File: config.mk
export PLATFORM = sky130hd
export DESIGN_NAME = alu_operand_fetch
export DESIGN_NICKNAME = d
export VERILOG_FILES = /design/src/rtl/alu_pkg.sv /design/src/rtl/alu_regfile.sv /design/src/rtl/alu_operand_fetch.sv
export SDC_FILE = /design/constraint.sdc
export NUM_CORES = 2
export LEC_CHECK = 0
export BUFFER_PORTS_ARGS = -buffer_cell sky130_fd_sc_hd__buf_2
export CAP_MARGIN = 15
export CORE_MARGIN = 2
export CORE_UTILIZATION = 57
export DETAILED_ROUTE_END_ITERATION = 10
export HOLD_SLACK_MARGIN = 0.12
export PLACE_DENSITY_LB_ADDON = 0.05
export SLEW_MARGIN = 20
export SYNTH_ARGS = -nofsm -noshare
export SYNTH_HDL_FRONTEND = slang
export SYNTH_SLANG_ARGS = --single-unit
File: constraint.sdc
create_clock -name clk -period 3.4 [get_ports clk]
set_clock_uncertainty 0.2 [all_clocks]
set_input_delay 0.85 -clock clk [delete_from_list [all_inputs] [get_ports clk]]
set_output_delay 0.85 -clock clk [all_outputs]
set_load 0.01 [all_outputs]
File: src/rtl/alu_pkg.sv
// +------------------------------------------------------------------+
// | alu_pkg: shared widths, opcode names and bundles for ALU issue.  |
// | Revision: 1.0                                                    |
// +------------------------------------------------------------------+
`default_nettype none

package alu_pkg;

   localparam int XLEN  = 64;
   localparam int NREGS = 32;
   localparam int OPW   = 5;
   localparam int REGW  = $clog2(NREGS);

   localparam logic [OPW-1:0] ALU_ADD  = 5'b00000;
   localparam logic [OPW-1:0] ALU_SUB  = 5'b00001;
   localparam logic [OPW-1:0] ALU_AND  = 5'b00010;
   localparam logic [OPW-1:0] ALU_OR   = 5'b00011;
   localparam logic [OPW-1:0] ALU_XOR  = 5'b00100;
   localparam logic [OPW-1:0] ALU_SLL  = 5'b00101;
   localparam logic [OPW-1:0] ALU_SRL  = 5'b00110;
   localparam logic [OPW-1:0] ALU_SRA  = 5'b00111;
   localparam logic [OPW-1:0] ALU_SLT  = 5'b01000;
   localparam logic [OPW-1:0] ALU_SLTU = 5'b01001;
   localparam logic [OPW-1:0] ALU_BEQ  = 5'b11111;

   typedef struct packed {
      logic [OPW-1:0]  op;
      logic [REGW-1:0] rs1;
      logic [REGW-1:0] rs2;
      logic [REGW-1:0] rd;
      logic            use_imm;
      logic [XLEN-1:0] imm;
   } alu_req_t;

   typedef struct packed {
      logic [OPW-1:0]  op;
      logic [XLEN-1:0] a;
      logic [XLEN-1:0] b;
      logic [REGW-1:0] rd;
   } alu_issue_t;

   // One-hot register mask; register 0 never appears so it can never be busy.
   function automatic logic [NREGS-1:0] reg_mask(input logic [REGW-1:0] r);
      logic [NREGS-1:0] m;
      m = '0;
      if (r != '0) m[r] = 1'b1;
      return m;
   endfunction

endpackage

`default_nettype wire

File: src/rtl/alu_regfile.sv
// +------------------------------------------------------------------+
// | alu_regfile: zero-register file, 2 async reads, 1 write, with    |
// | write-first bypass. Revision: 1.0                                |
// +------------------------------------------------------------------+
`default_nettype none

module alu_regfile
   import alu_pkg::*;
#(
   parameter int DATA_W   = XLEN,
   parameter int NUM_REGS = NREGS,
   parameter int ADDR_W   = $clog2(NUM_REGS)
) (
   input  logic              clk,
   input  logic              rst_n,
   input  logic [ADDR_W-1:0] rd_addr_a,
   output logic [DATA_W-1:0] rd_data_a,
   input  logic [ADDR_W-1:0] rd_addr_b,
   output logic [DATA_W-1:0] rd_data_b,
   input  logic              wr_en,
   input  logic [ADDR_W-1:0] wr_addr,
   input  logic [DATA_W-1:0] wr_data
);

   logic [DATA_W-1:0] regs_q [NUM_REGS];
   logic [DATA_W-1:0] regs_d [NUM_REGS];

   always_comb begin
      regs_d = regs_q;
      if (wr_en) regs_d[wr_addr] = wr_data;
      regs_d[0] = '0;
   end

   always_ff @(posedge clk or negedge rst_n) begin
      if (!rst_n) begin
         for (int i = 0; i < NUM_REGS; i++) regs_q[i] <= '0;
      end else begin
         regs_q <= regs_d;
      end
   end

   always_comb begin
      rd_data_a = regs_q[rd_addr_a];
      if (wr_en && (wr_addr == rd_addr_a)) rd_data_a = wr_data;
      if (rd_addr_a == '0) rd_data_a = '0;
      rd_data_b = regs_q[rd_addr_b];
      if (wr_en && (wr_addr == rd_addr_b)) rd_data_b = wr_data;
      if (rd_addr_b == '0) rd_data_b = '0;
   end

endmodule

`default_nettype wire

File: src/rtl/alu_operand_fetch.sv
// +------------------------------------------------------------------+
// | alu_operand_fetch: register read, busy scoreboard and one-slot   |
// | issue register for the ALU. Option: ALU_OPF_STATS_EN adds        |
// | stat_issued/stat_stalls counters. Revision: 1.0                  |
// +------------------------------------------------------------------+
`default_nettype none

module alu_operand_fetch
   import alu_pkg::*;
(
   input  logic            clk,
   input  logic            rst_n,
   input  logic            in_valid,
   output logic            in_ready,
   input  logic [OPW-1:0]  in_op,
   input  logic [REGW-1:0] in_rs1,
   input  logic [REGW-1:0] in_rs2,
   input  logic [REGW-1:0] in_rd,
   input  logic            in_use_imm,
   input  logic [XLEN-1:0] in_imm,
   output logic            out_valid,
   input  logic            out_ready,
   output logic [OPW-1:0]  out_op,
   output logic [XLEN-1:0] out_a,
   output logic [XLEN-1:0] out_b,
   output logic [REGW-1:0] out_rd,
`ifdef ALU_OPF_STATS_EN
   output logic [31:0]     stat_issued,
   output logic [31:0]     stat_stalls,
`endif
   input  logic            wb_en,
   input  logic [REGW-1:0] wb_rd,
   input  logic [XLEN-1:0] wb_data
);

   alu_req_t         w_req;
   logic [XLEN-1:0]  w_rf_a;
   logic [XLEN-1:0]  w_rf_b;
   logic             w_src1_busy;
   logic             w_src2_busy;
   logic             w_hazard;
   logic             w_accept;

   logic [NREGS-1:0] busy_q, busy_d;
   logic             out_valid_q, out_valid_d;
   alu_issue_t       issue_q, issue_d;

   assign w_req = '{op: in_op, rs1: in_rs1, rs2: in_rs2, rd: in_rd,
                    use_imm: in_use_imm, imm: in_imm};

   // The regfile bypass already delivers wb_data for a same-cycle writeback.
   alu_regfile u_regfile (
      .clk       (clk),
      .rst_n     (rst_n),
      .rd_addr_a (w_req.rs1),
      .rd_data_a (w_rf_a),
      .rd_addr_b (w_req.rs2),
      .rd_data_b (w_rf_b),
      .wr_en     (wb_en),
      .wr_addr   (wb_rd),
      .wr_data   (wb_data)
   );

   always_comb begin
      w_src1_busy = busy_q[w_req.rs1] && !(wb_en && (wb_rd == w_req.rs1));
      w_src2_busy = !w_req.use_imm && busy_q[w_req.rs2]
                    && !(wb_en && (wb_rd == w_req.rs2));
      w_hazard    = w_src1_busy || w_src2_busy || busy_q[w_req.rd];
      in_ready    = (!out_valid_q || out_ready) && !w_hazard;
      w_accept    = in_valid && in_ready;
   end

   always_comb begin
      issue_d     = issue_q;
      out_valid_d = out_valid_q && !out_ready;
      if (w_accept) begin
         issue_d.op  = w_req.op;
         issue_d.a   = w_rf_a;
         issue_d.b   = w_req.use_imm ? w_req.imm : w_rf_b;
         issue_d.rd  = w_req.rd;
         out_valid_d = 1'b1;
      end
   end

   // Clear before set so an accept to the register being written back stays busy.
   always_comb begin
      busy_d = busy_q;
      if (wb_en)    busy_d = busy_d & ~reg_mask(wb_rd);
      if (w_accept) busy_d = busy_d | reg_mask(w_req.rd);
   end

   always_ff @(posedge clk or negedge rst_n) begin
      if (!rst_n) begin
         busy_q      <= '0;
         out_valid_q <= 1'b0;
         issue_q     <= '0;
      end else begin
         busy_q      <= busy_d;
         out_valid_q <= out_valid_d;
         issue_q     <= issue_d;
      end
   end

   assign out_valid = out_valid_q;
   assign out_op    = issue_q.op;
   assign out_a     = issue_q.a;
   assign out_b     = issue_q.b;
   assign out_rd    = issue_q.rd;

`ifdef ALU_OPF_STATS_EN
   logic [31:0] issued_q, issued_d;
   logic [31:0] stalls_q, stalls_d;

   always_comb begin
      issued_d = issued_q;
      stalls_d = stalls_q;
      if (w_accept && (issued_q != 32'hFFFF_FFFF)) issued_d = issued_q + 32'd1;
      if (in_valid && !in_ready && (stalls_q != 32'hFFFF_FFFF)) stalls_d = stalls_q + 32'd1;
   end

   always_ff @(posedge clk or negedge rst_n) begin
      if (!rst_n) begin
         issued_q <= '0;
         stalls_q <= '0;
      end else begin
         issued_q <= issued_d;
         stalls_q <= stalls_d;
      end
   end

   assign stat_issued = issued_q;
   assign stat_stalls = stalls_q;
`endif

endmodule

`default_nettype wire

* Yosys cells after proc, flatten, opt, wreduce, memory -nomap -nowiden *
Cells that the tools add are included.

cells by class
  add/subtract/negate cells = 0
  multiply operators = 0
  divide/modulo/power cells = 0
  magnitude comparators = 10
  equality and inequality tests = 2
  shift-type cells = 0
  multiplexer cells = 31
  bitwise operators = 6
  reduce and logical (&&, ||, !) cells = 24

operators by type and width
  operator                                                               count
  2048-bit bitwise mux                                                   1
  64-bit binary-select mux with 5-bit select                             2
  64-bit 2-to-1 mux                                                      10
  64-bit demux with 5-bit select                                         1
  32-bit 2-to-1 mux                                                      6
  32-bit bitwise AND                                                     1
  32-bit inverter                                                        1
  32-bit OR                                                              1
  5-bit by 6-bit < comparator with 1-bit output, second input constant   4
  6-bit >= comparator, second input constant                             3
  5-bit inverter with 6-bit output                                       3
  1-bit binary-select mux with 5-bit select                              3
  1-bit logical AND                                                      11
  1-bit demux with 5-bit select                                          2
  5-bit equality test                                                    2
  5-bit by 1-bit >= comparator with 1-bit output, second input constant  2
  5-bit logical NOT                                                      2
  5-bit nonzero test                                                     2
  1-bit logical NOT                                                      6
  6-bit by 1-bit < comparator with 1-bit output, second input constant   1
  1-bit 2-to-1 mux                                                       6
  1-bit logical OR                                                       3

word-level totals
  bits in registers = 2,155
  bits in latches = 0
  memory bits (writable) = 0
  memory bits (read-only) = 0
  input bits = 159
  output and inout port bits = 140
  word-level logic and storage cells = 110
  memories kept = 0

* Depth between registers and ports, before layout *
  depth after elaboration = 12
  depth in mapped cells = 13

* Hierarchy *
A second synthesis with hierarchy kept.

second synthesis, totals
  cell total of the unflattened synthesis = 7,869
  area, all modules = 115,074.1 sq um

modules (own cells, without submodules)
  module             instances  cells each  area an instance (sq um)
  alu_regfile        1          7,283       106,692.3
  alu_operand_fetch  1          586         8,381.8

* Worst setup path after synthesis *
OpenSTA, ideal clock, no wires.

  path type = input to register
  from = input port in_rs2[0]
  to = register issue_q, in the netlist out_b[60]
  library setup time = 127 ps
  arrival = 3,403 ps
  required time = 3,073 ps
  path slack = -331 ps
  stages = 10
  path buffers = 4
  path through = buf_2 buf_4 clkbuf_1 buf_1 mux4_2 mux2i_1 nor2_1 a2111oi_0 a21oi_1 mux2_1

between the ends
  longest elaborated chain between the ends = 9
  elaborated cells between the ends (all ways) = 20
  classes of those cells = eq/ne (1); mux (8); bitwise (1); reduce/logical (10)

ends and longest elaborated chain
  element                                                                             RTL line                  RTL
  start, declared                                                                     alu_operand_fetch.sv:17   input logic [REGW-1:0] in_rs2,
  branches (longest 9 deep; another with 64-bit binary-select mux with 5-bit select)  -
  end signal, assigned                                                                alu_operand_fetch.sv:100  issue_q <= issue_d;
  end, declared                                                                       alu_operand_fetch.sv:46   alu_issue_t issue_q, issue_d;

Several ways; the timed one is not identified. The select of a mux whose other input is x is not followed.
A chain may end at the register's enable or synchronous reset.

* Final worst setup path *
  from = register busy_q[25]
  to = output port in_ready

between the ends
  longest elaborated chain between the ends = 8
  elaborated cells between the ends (all ways) = 13
  classes of those cells = mux (6); reduce/logical (7)

ends and longest elaborated chain
  element                                    RTL line                 RTL
  start, declared                            alu_operand_fetch.sv:44  logic [NREGS-1:0] busy_q, busy_d;
  start signal, assigned                     alu_operand_fetch.sv:98  busy_q <= busy_d;
  1-bit binary-select mux with 5-bit select  alu_operand_fetch.sv:66  w_src2_busy = !w_req.use_imm && busy_q[w_req.rs2]
  1-bit 2-to-1 mux (not written as such)     alu_operand_fetch.sv:66
  1-bit logical AND                          alu_operand_fetch.sv:66
  1-bit logical AND                          alu_operand_fetch.sv:67  && !(wb_en && (wb_rd == w_req.rs2));
  1-bit logical OR                           alu_operand_fetch.sv:68  w_hazard = w_src1_busy || w_src2_busy || busy_q[w_req.rd];
  1-bit logical OR (*)                       alu_operand_fetch.sv:68
  1-bit logical NOT (*)                      alu_operand_fetch.sv:69  in_ready = (!out_valid_q || out_ready) && !w_hazard;
  1-bit logical AND (*)                      alu_operand_fetch.sv:69
  end, declared                              alu_operand_fetch.sv:14  output logic in_ready,

Every way passes the cells marked *; elsewhere a longest branch is shown, timed or not. The select of a mux whose other input is x is not followed.

==> results.md <==
- The congestion estimate from routability-driven global placement came to 0.883.
- The initialized floorplan defines 165 standard-cell rows.
- For this configuration, the core starts out at a cell density of 57.2%.
- The met2 layer wire length in the routed design is between 150000 and 200000 um.
- The worst pin sits at a relative slew slack of 25.5%.
- The worst hold path terminates at out_rd[0].
- The final wirelength is 398000 um.
- The dominant synthesized flop cell is dfrtp_1.
- In this run the worst hold path is classified as input pin to flop.
- Counting buffers and inverters, the worst setup path is 7 cells deep.
- Detailed placement ended at an HPWL of 251000 um.
- In the final layout, the share of cells above drive strength 1 is 49.6%.
- The critical path contains buffers and inverters numbering 2 combined.
- The power per unit of standard cell area is between 500 and 600 nW/um^2.
- The CTS buffer count is approximately 230.
- Dividing the synthesized area by the synthesized cell count gives 14.0 um^2.
- Summed over all cells, the static leakage comes to 59.4 nW.
- Setup repair after global routing could not meet its margin everywhere.
- For the worst-skew pair, the clock arrives at the later sink with an insertion delay of between 0.9 and 1 ns.
- The origin of the worst setup path is busy_q[25].
- The floorplan step defined a die boundary enclosing 206000 um^2.
- Setup violations remaining at the end of the flow were counted as 1.
- The die is 454 um tall.
- The synthesized netlist occupies a cell area of ~120000 um^2.
- The average wire per standard cell is 34.6 um.
- Input and output buffers added on the ports amount to roughly 300.
- Across all register-to-register paths, the minimum setup slack is 0.10 ns.
- For this run, the number of Yosys warnings is 0.
- The start point of the worst hold path is in_rd[0].
- The worst setup path is captured at an output port.
- In the synthesized netlist the async set-or-reset flop fraction comes to 100%.
- The highest fanout seen on the critical path is 3.
- The endpoint of the lowest-slack register-to-register path is out_b[27].
- Measured in cells, the most critical reg-to-reg path has a length of 10.
- The flow ran to the end, but the final reports show violations.
- The maximum clock insertion buffer count is 3.
- The initial antenna violation count is 19.
- The root buffer selected by CTS is clkbuf_16.
- In the routed layout, each cell is associated on average with a via count of 7.11.
- For this block, wires on met1 add up to ~160000 um.
- For this run, the total global-route usage over all layers was measured as roughly two fifths.
- In this run, distinct cell masters in the synthesized netlist total between 40 and 50.
- The count of mapped cells out of synthesis is 8256.
- The core region is between 200000 and 250000 um^2.
- On the critical path, the stage with the largest delay is an instance of mux4_2.
- The worst-case IR drop observed on VDD is around 600 uV.
- After detailed routing, no signal wire sits above met5.
- The smallest clock period supported by the final layout is computed as 4.01 ns.
- Counting flops and latches in the post-synthesis netlist gives 2155.
- The final reports fail on setup timing.
- The maximum clock rate is around 250 MHz.
- The sum of negative setup slack is -0.615 ns.
- The antenna violation net count after detailed routing is 0.
- Leaving out fill and tap cells, the most frequent cell in the layout is mux2_2.
- Walking the worst path, the cells encountered are buf_4 > mux4_2 > mux2i_1 > a2111oi_2 > or3_4 > nor3b_4 > buf_2.
- Summed over all nets, wire length on met3 after detailed routing comes to 38200 um.
- The number of design rule violations left after detail routing is 0.
- The clock slew seen by the registers of the worst setup and hold paths is 0.06 ns.
- Leaving out fill and tap cells, the most frequent cells in the layout are 2182 x mux2_2, 2154 x dfrtp_1, 794 x mux2i_1, 684 x mux4_2, 480 x buf_4.
- The number of nets in the synthesized netlist is 8415.
- The maximum number of pins on one net before global-route repair is between 100 and 150.
- The cell depth of the worst hold path is 2.
- The cell type group with the largest total delay on the critical path is multiplexers.
- The first global-routing pass estimated approximately 580000 um of wire.
- The count of endpoints failing hold in the final timing report was 0.
- The CTS tree is yes.
- The number of vias in the routed layout is 81798.
- By startpoint and endpoint, the worst setup path is classified as flop to output port.
- In this run, synthesis inferred 0 flip-flops with an integrated enable.
- The number of maximum-capacitance constraint violations is 0.
- The arrival time of data at the critical path endpoint is 2.96 ns.
- After global routing the overflow that remains totals 0.
- Once routing completed, OpenROAD measured the worst setup slack at -0.615 ns.
- For the worst setup path, the data required time is 2.35 ns.
- The beginning of the worst register-to-register path is busy_q[25].
- For this design, the sink count on the clock tree is 2155.
- The number of design-rule violations left by the first detailed-router iteration is 9738.
- The number of pins exceeding their max-slew limit in the final report is 0.
- The total power is 0.0789 W.
- Sequential elements use 46.8% of the synthesized area.
- Dividing the final minimum period by the clock period gives 118%.
- 299 I/O pins were placed.
- The maximum cell stage delay along the critical path is 0.44 ns.
- For the pin with the worst max-slew slack, the measured transition is 1.09 ns.
- The clock tree synthesis step divided the H-tree into 4 levels.
- The startpoint type of the worst setup path is a flop.
- The number of nets in the layout is 8782.
- The number of global-route vias before repair is 81570.
- The iteration count of the initial detailed-routing pass is 8.
- The area growth from synthesis to layout is 15.8%.
- The die width is around 450 um.
flip-flops by register name, indices dropped and copies added, names as in the netlist:
name              flops
busy_q               32
out_a                64
out_b                64
out_op                5
out_rd                5
out_valid             1
u_regfile.regs_q   1984
report_power, final:
group          switching, W  total (W)  internal, W
Clock                0.0110     0.0257       0.0148
Sequential          0.00426     0.0354       0.0312
Combinational       0.00757     0.0177       0.0102
Yosys cell counts (6+ instances only):
library cell  number  area, um^2
mux2_2          2183       24600
dfrtp_1         2155       53900
mux2i_1          794        7950
mux4_2           684       15400
clkbuf_1         659        2470
a21oi_1          194         971
nor2_1           175         657
a22oi_1          174        1310
o221ai_1         149        1310
buf_2            145         726
o21ai_0          131         656
a221oi_1         128        1120
nand2_1          107         402
buf_1             93         349
o22ai_1           87         544
inv_1             80         300
nand3_1           46         230
a2111oi_0         43         377
a32oi_1           42         368
o221a_2           42         473
a32o_1            31         310
a22o_1            21         184
buf_4              9        67.6
nor3b_1            9        67.6
xor2_1             8        70.1
and3_1             7        43.8
nor2b_1            7        43.8
nor3_1             7        35.0
nand3b_1           6        45.0
logic make-up after synthesis:
| family | count (synthesis) | share of synthesized area (%) |
|---|---|---|
| flops | 2155 | 46.8 |
| xor+xnor | 10 | 0.0760 |
| simple gates | 391 | 1.49 |
| buf+inv | 988 | 3.40 |
| compound gates | 1047 | 6.64 |
| mux | 3665 | 41.6 |
layer usage:
layer	GRT usage, %	vias up
met4	14.7	12
met2	57.4	4566
met3	8.54	988
li1	-	32613
met5	0	-
met1	55.3	43619
worst max-delay path by stage:
stage	endpoint	slack (ns)
final	in_ready	-0.61
after CTS	in_ready	-0.63
after floorplan	in_ready	-0.07
after global placement	out_b[45]	-0.82
after detailed placement	out_b[45]	-0.83
after global routing	in_ready	-0.71
cell type report:
| type | instances | area, um^2 |
|---|---|---|
| Fill cell | 14448 | 68100 |
| Multi-Input combinational cell | 5113 | 57900 |
| Sequential cell | 2155 | 53900 |
| Timing Repair Buffer | 1044 | 10400 |
| Clock buffer | 348 | 6730 |
| Tap cell | 2672 | 3340 |
| Clock inverter | 79 | 937 |
| Inverter | 81 | 314 |
| Antenna cell | 11 | 27.5 |
stage by stage:
stage	worst slack, ns	cell area [um^2]	cells	util [%]	hold WS (ns)
finish	-0.615	134000	11503	66.2	0.183
global route	-0.707	134000	11495	66.2	0.179
CTS	-0.634	134000	11489	66.2	0.141
detailed placement	-0.830	126000	11051	62.3	0.208
global placement	-0.817	126000	11051	62.3	0.218
floorplan	-0.0664	115000	8256	-	0.258
repair_timing:
action / CTS / global route
setup endpoints to repair: 1 / 1
gates resized for setup: 1 / 1
cloned: 0 / 0
pin swaps: 4 / 0
hold buffers: 9 / 0
endpoints found under the hold margin: 303 / 0
buffers inserted: 2 / 3
(Power assumes the default switching activity.)
